`src/rtl/alu_acc_sequencer.sv`:
```
// Sequencer and accumulator stage around a combinational 16-bit ALU.
// It issues one command at a time, captures the result after a settle time, and returns it with status flags.
module alu_acc_sequencer #(
    parameter int SETTLE_CYCLES = 1
) (
    input  logic        clk,
    input  logic        rst,
    input  logic        cmd_valid,
    output logic        cmd_ready,
    input  logic [3:0]  cmd_op,
    input  logic [15:0] cmd_a,
    input  logic [15:0] cmd_b,
    input  logic        cmd_use_acc,
    output logic [3:0]  alu_func,
    output logic [15:0] alu_ar,
    output logic [15:0] alu_br,
    input  logic [31:0] alu_data,
    input  logic        alu_carry,
    output logic        res_valid,
    input  logic        res_ready,
    output logic [31:0] res_data,
    output logic        res_carry,
    output logic        res_zero,
    output logic        res_err,
    output logic [31:0] acc
);

    typedef enum logic [1:0] {IDLE, EXEC, RESP} state_t;

    localparam logic [3:0] SETTLE_LOAD = 4'(SETTLE_CYCLES);

    state_t      r_state;
    state_t      w_next;
    logic [3:0]  r_func;
    logic [15:0] r_ar;
    logic [15:0] r_br;
    logic [3:0]  r_cnt;
    logic [31:0] r_acc;
    logic [31:0] r_resData;
    logic        r_resCarry;
    logic        r_resZero;
    logic        r_resErr;

    logic        w_accept;
    logic        w_illegal;
    logic        w_capture;
    logic        w_carryOp;
    logic [15:0] w_opA;

    assign w_accept  = (r_state == IDLE) && cmd_valid;
    assign w_illegal = (cmd_op == 4'd0) || (cmd_op > 4'd11) || ((cmd_op == 4'd4) && (cmd_b == 16'd0));
    assign w_capture = (r_state == EXEC) && (r_cnt == 4'd1);
    assign w_carryOp = (r_func == 4'd1) || (r_func == 4'd2) || (r_func == 4'd10) || (r_func == 4'd11);
    assign w_opA     = cmd_use_acc ? r_acc[15:0] : cmd_a;

    always_ff @(posedge clk or posedge rst) begin
        if (rst) begin
            r_state <= IDLE;
        end else begin
            r_state <= w_next;
        end
    end

    // The ALU only sees a live function code while a command is executing.
    always_comb begin
        w_next    = r_state;
        cmd_ready = 1'b0;
        res_valid = 1'b0;
        alu_func  = 4'd0;
        case (r_state)
            IDLE: begin
                cmd_ready = 1'b1;
                if (cmd_valid) begin
                    w_next = w_illegal ? RESP : EXEC;
                end
            end
            EXEC: begin
                alu_func = r_func;
                if (r_cnt == 4'd1) begin
                    w_next = RESP;
                end
            end
            RESP: begin
                res_valid = 1'b1;
                if (res_ready) begin
                    w_next = IDLE;
                end
            end
            default: w_next = IDLE;
        endcase
    end

    always_ff @(posedge clk or posedge rst) begin
        if (rst) begin
            r_func     <= 4'd0;
            r_ar       <= 16'd0;
            r_br       <= 16'd0;
            r_cnt      <= 4'd0;
            r_acc      <= 32'd0;
            r_resData  <= 32'd0;
            r_resCarry <= 1'b0;
            r_resZero  <= 1'b0;
            r_resErr   <= 1'b0;
        end else begin
            if (w_accept && w_illegal) begin
                r_resData  <= r_acc;
                r_resCarry <= 1'b0;
                r_resZero  <= (r_acc == 32'd0);
                r_resErr   <= 1'b1;
            end else if (w_accept) begin
                r_func <= cmd_op;
                r_ar   <= w_opA;
                r_br   <= cmd_b;
                r_cnt  <= SETTLE_LOAD;
            end
            if (r_state == EXEC) begin
                r_cnt <= r_cnt - 4'd1;
            end
            // Only arithmetic ops with a meaningful carry/borrow propagate it.
            if (w_capture) begin
                r_acc      <= alu_data;
                r_resData  <= alu_data;
                r_resCarry <= w_carryOp ? alu_carry : 1'b0;
                r_resZero  <= (alu_data == 32'd0);
                r_resErr   <= 1'b0;
            end
        end
    end

    assign alu_ar    = r_ar;
    assign alu_br    = r_br;
    assign res_data  = r_resData;
    assign res_carry = r_resCarry;
    assign res_zero  = r_resZero;
    assign res_err   = r_resErr;
    assign acc       = r_acc;

endmodule

```
`config.mk`:
```
export PLATFORM = sky130hd
export DESIGN_NAME = alu_acc_sequencer
export DESIGN_NICKNAME = d
export VERILOG_FILES = /design/src/rtl/alu_acc_sequencer.sv
export SDC_FILE = /design/constraint.sdc
export NUM_CORES = 1
export LEC_CHECK = 0
export CAP_MARGIN = 20
export CORE_MARGIN = 4
export CORE_UTILIZATION = 47
export CTS_CLUSTER_SIZE = 14
export DETAILED_ROUTE_END_ITERATION = 8
export GPL_TIMING_DRIVEN = 0
export PLACE_DENSITY = 0.87
export SYNTH_ARGS = -nofsm -noshare
export SYNTH_HDL_FRONTEND = slang
export SYNTH_SLANG_ARGS = --single-unit
```
`constraint.sdc`:
```
create_clock -name clk -period 7.1 [get_ports clk]
set_clock_uncertainty 0.05 [all_clocks]
set_input_delay 0.71 -clock clk [delete_from_list [all_inputs] [get_ports clk]]
set_output_delay 0.71 -clock clk [all_outputs]
set_load 0.02 [all_outputs]
```
; Yosys cells after proc, flatten, opt, wreduce, memory -nomap -nowiden
; Index checks and enable logic that the tools add are counted.
[totals]
reg_bits = 109
latchBits = 0
ramBits = 0
rom_bits = 0
in_bits = 74
out_inout_bits = 105
elab_cells = 65
memories = 0
[classes]
n_addsub = 1
multipliers = 0
div = 0
order_cmp = 1
n_eq_ne = 12
shift = 0
mux = 21
bitwise = 1
n_reduce_logical = 19
[ops]
columns = cell, n
row1 = 32-bit zero test, 2
row2 = 32-bit two-way mux, 2
row3 = 16-bit zero test, 1
row4 = 16-bit two-way mux, 1
row5 = 4-bit two-way mux, 4
row6 = 1-bit two-way mux, 9
row7 = 4-bit by 1-bit == test with 1-bit output (second input constant), 2
row8 = 4-bit == test (second input constant), 2
row9 = 2-bit two-way mux, 4
row10 = 2-bit inequality test (second input constant), 3
row11 = 2-bit one-hot mux with 3 select lines, 1
row12 = 1-bit logical OR, 5
row13 = 4-bit by 2-bit == test with 1-bit output (second input constant), 1
row14 = 4-bit by 3-bit == test with 1-bit output (second input constant), 1
row15 = 4-bit > comparator (second input constant), 1
row16 = 1-bit logical AND, 4
row17 = 4-bit zero test, 1
row18 = 2-bit AND reduction, 2
row19 = 2-bit nonzero test, 2
row20 = 4-bit by 1-bit subtractor with 4-bit output (second input constant), 1
row21 = 3-bit AND reduction, 1
row22 = 2-bit by 1-bit == test with 1-bit output (second input constant), 1
row23 = 2-bit == test (second input constant), 1
row24 = 2-bit zero test, 1
row25 = 2 further kinds, 2

; Logic depth before layout (Yosys ltp)
[depth]
depth_word = 6
ltp_mapped = 8
mapped_depth_nobuf = 7

; Worst setup path before layout
; No wires, ideal clock.
[synth_timing]
path_kind = input to register
startpoint = input cmd_b[1]
endpoint = register r_func[0]
setup_time_ps = 125
arrival_ps = 1933
required_ps = 6925
slack_ps = 4993
path_stages = 6
n_path_buf = 2
cell_sequence = nor4_2 > nand4_1 > o211ai_2 > buf_4 > buf_6 > mux2_2
[synth_via]
elab_chain_len = 6
[synth_lines]
columns = item, line_no
row1 = "start, declared", 12  ; input logic [15:0] cmd_b,
row2 = 16-bit zero test, 51  ; assign w_illegal = (cmd_op == 4'd0) || (cmd_op > 4'd11) || ((cmd_op == 4'd4) && (cmd_b == 16'd0));
row3 = 1-bit logical AND, 51
row4 = 1-bit logical OR, 51
row5 = 1-bit logical AND, 105  ; if (w_accept && w_illegal) begin
row6 = 1-bit NOT (no line), -
row7 = 2-bit AND reduction (no line), -
row8 = "end signal, assigned", 111  ; r_func <= cmd_op;
row9 = "end, declared", 34  ; logic [3:0] r_func;
; No other way between the ends.
; A chain may end at the register's enable or synchronous reset.

; Worst setup path in the final report
[layout_timing]
startpoint = input cmd_op[2]
endpoint = register r_resData[20], in the netlist res_data[20]
[layout_via]
elab_chain_len = 5
word_cells_on_any_way = 8
cone_classes = order compare: 1 / eq/ne: 1 / reduce/logical: 6
[layout_lines]
columns = item, line_no
row1 = "start, declared", 10  ; input logic [3:0] cmd_op,
row2 = "4-bit > comparator, or another cell as far along", 51
row3 = 1-bit logical OR or 1-bit logical AND (tied branches), 51
row4 = 1-bit logical OR (*), 51
row5 = 1-bit logical AND (*), 105
row6 = 2-bit nonzero test (no line) (*), -
row7 = "end signal, assigned", 106  ; r_resData <= r_acc;
row8 = "end signal, assigned", 122  ; r_resData <= alu_data;
row9 = "end, declared", 39  ; logic [31:0] r_resData;
; Every way passes the cells marked *; elsewhere a longest branch is shown, timed or not.

==> results.md <==
- Ant. Diodes: 0
- Max-cap viol count: 0
- Yosys Warn Count: 0
- DR pass1 iterations: 4
- Layout cells sized above 1: 0.235
- Initial drt markers: 104
- Final-report setup violation count: 0
- CTS buffer count: 9
- Pleak: ~2.9 nW
- Gpl congestion: roughly 0.82
- Total grt overflow: 0
- Total number of vias: about 3,500
- Crit path DAT: around 2800 ps
- PostCTS Resize Cnt: 0
- Worst hold slack: approximately 440 ps
- R2R setup slack: roughly 5000 ps
- # hold bufs at CTS: 0
- Hold Crit Start: alu_ar[6]
- Worst hold path type: reg -> reg
- Total GRT Usage: 0.228
- Worst r2r src: r_cnt[1]
- Simple-Gate Fraction of Synth Area: 0.0852
- Clock Sinks: 109
- Mapped cell area: 4610 um2
- Vias per inst: about 5.3
- Cell row count: 35
- Mapped Nets: 406
- Total power: 3.32 mW
- Max-slew headroom: 0.556
- Synth Area in XOR/XNOR: 0.00380
- I/O pin count: 179
- Die Wd: between 100 and 150 um
- DRC viols: 0
- Root cell of the clock tree: clkbuf_8
- TNS Setup: 0 ps
- Worst skew pair latency: 350 ps
- Largest family of logic cells by synthesized area: multiplexers
- Clk buf depth: 2
- Average wire per cell in the routed design: slightly below 20 um
- Max-slew violations: 0
- Fin util: 0.721
- Synth area leaders: dfrtp_1 59%, mux2_2 20%, mux2i_1 3.7%
- Period minus WS final: 2580 ps
- Seq/Total Area, Yosys: 0.592
- Most frequent cells in the layout: 177 x clkdlybuf4s50_1, 109 x dfrtp_1, 80 x mux2_2, 21 x nand2_1, 19 x o21ai_0
- Port buffer count: 177
- Routed WL: roughly 13,000 um
- Avg Inst Size Synth: 14.0 um2
- Largest net degree at the start of global routing: 59
- Required time worst endpoint: 7280 ps
- Slew of the pin with the lowest slew margin: 666 ps
- Max IR drop VDD: between 0.2 and 0.3 mV
- Commonest non-fill, non-tap cell in the layout: clkdlybuf4s50_1
- DR WL met2: 6670 um
- Multiplexer share of the synthesized area: 0.248
- Yosys reg bits: 109
- WL met1: 4840 um
- Pwr Density: between 400 and 500 nW/um2
- Post-CTS setup buffer count: 0
- Die area: 11,500 um2
- TritonCTS clock tree: done
- H-tree Lvls: 3
- Adder-cell share of the synthesized area: 0.00543
- Final worst path period share: 0.364
- RSZ-0062 raised after global routing: no
- DPL Wire Length: between 10,000 and 15,000 um
- Crit path kind: in -> reg
- Vias in the first global route: 3,852
- Reg clk slew, reported paths: roughly 90 ps
- Compound-Gate Fraction of Synth Area: 0.0358
- Syn Inst Count: 330
- First-pass GRT wire length: 20,400 um
- Max FO, Critical Path: 10
- Die Span Y: 107 um
- Area leader, netlist: dfrtp_1
- P&R area growth vs syn: 47.1%
- Fmax: 387 MHz
- Worst setup path startpoint: cmd_op[2]
- DR WL met3: roughly 950 um
- Initial antenna violation count: 0
- Final hold vios: 0
- Unique masters post-synth: 38
- Core Area: 9420 um2
- Detail Route Antenna Nets: 0
- Share of the synthesized area in the top cell type: 0.592
- Highest metal used: met4
- Nets: 595
- Startpoint types: input port
- Status: complete, no violations
- Starting Density: 0.490
- Crit. End Element: register
logic make-up after synthesis:
group	Yosys count
flops	109
mux	102
simple gates	69
compound gates	27
buf+inv	19
xor+xnor	2
fa+ha+maj	2
cell type report:
type	count	area [um2]
clock inverters	4	55.1
fillers	655	2630
multi-input cells	202	1740
inverters	4	17.5
plain buffers	15	125
repair buffers	178	1800
clock buffers	12	155
flip-flops and latches	109	2730
well taps	129	161
report_power, final:
| part | total (mW) | switching [mW] | internal (mW) |
|---|---|---|---|
| logic | 1.77 | 0.846 | 0.925 |
| registers | 1.16 | 0.223 | 0.934 |
| clock network | 0.389 | 0.204 | 0.185 |
per-layer routing:
metal / vias up / global-route usage
met5: - / 0
met4: 0 / 0.0776
met3: 22 / 0.0626
met2: 123 / 0.400
met1: 1751 / 0.269
li1: 1566 / -
path summary, 6_finish.rpt:
check	to	depth (start not counted)
min in group asynchronous	res_data[24]	2
max in group asynchronous	acc[6]	3
worst min register to register	alu_ar[6]	2
worst min-delay path	alu_ar[6]	2
worst max register to register	res_data[20]	7
worst max-delay path	res_data[20]	6
synth_stat cells:
cell type  number
a21boi_0        1
a21boi_2        1
and2_1          5
and2_2          2
buf_2           4
buf_4           1
buf_6           8
clkbuf_1        2
dfrtp_1       109
ha_1            2
inv_1           4
mux2_1          1
mux2_2         80
mux2_4          4
mux2i_1        17
nand2_1        21
nand2_2         1
nand2b_1        2
nand3_1         3
nand3b_1        1
nand4_1         5
nor2_1          3
nor2b_4         1
nor3_1          5
nor3b_2         1
nor4_1         15
nor4_2          1
nor4b_1         1
o211ai_1        1
o211ai_2        1
o21a_1          1
o21ai_0        19
o21ai_2         1
o22ai_1         1
o41ai_1         1
or2b_1          1
or4b_1          1
xnor2_1         2
through the flow:
step	cells	setup WS, ps	instance area [um2]
2_1_floorplan	330	3470	4610
3_3_place_gp	636	1970	6540
3_5_place_dp	637	4150	6570
4_1_cts	653	4520	6780
5_1_grt	653	4460	6780
6_report	653	4520	6780
worst max-delay path, cell delays in order:
cell	delay (ps)
clkdlybuf4s50_1	520
mux2i_1	330
o21ai_2	120
a21boi_2	480
buf_6	240
mux2_2	350
state kept, by name, summed over array words and instances (netlist names):
name,cells
acc,32
alu_ar,16
alu_br,16
r_cnt,4
r_func,4
r_state,2
res_carry,1
res_data,32
res_err,1
res_zero,1
(Power assumes the default switching activity.)
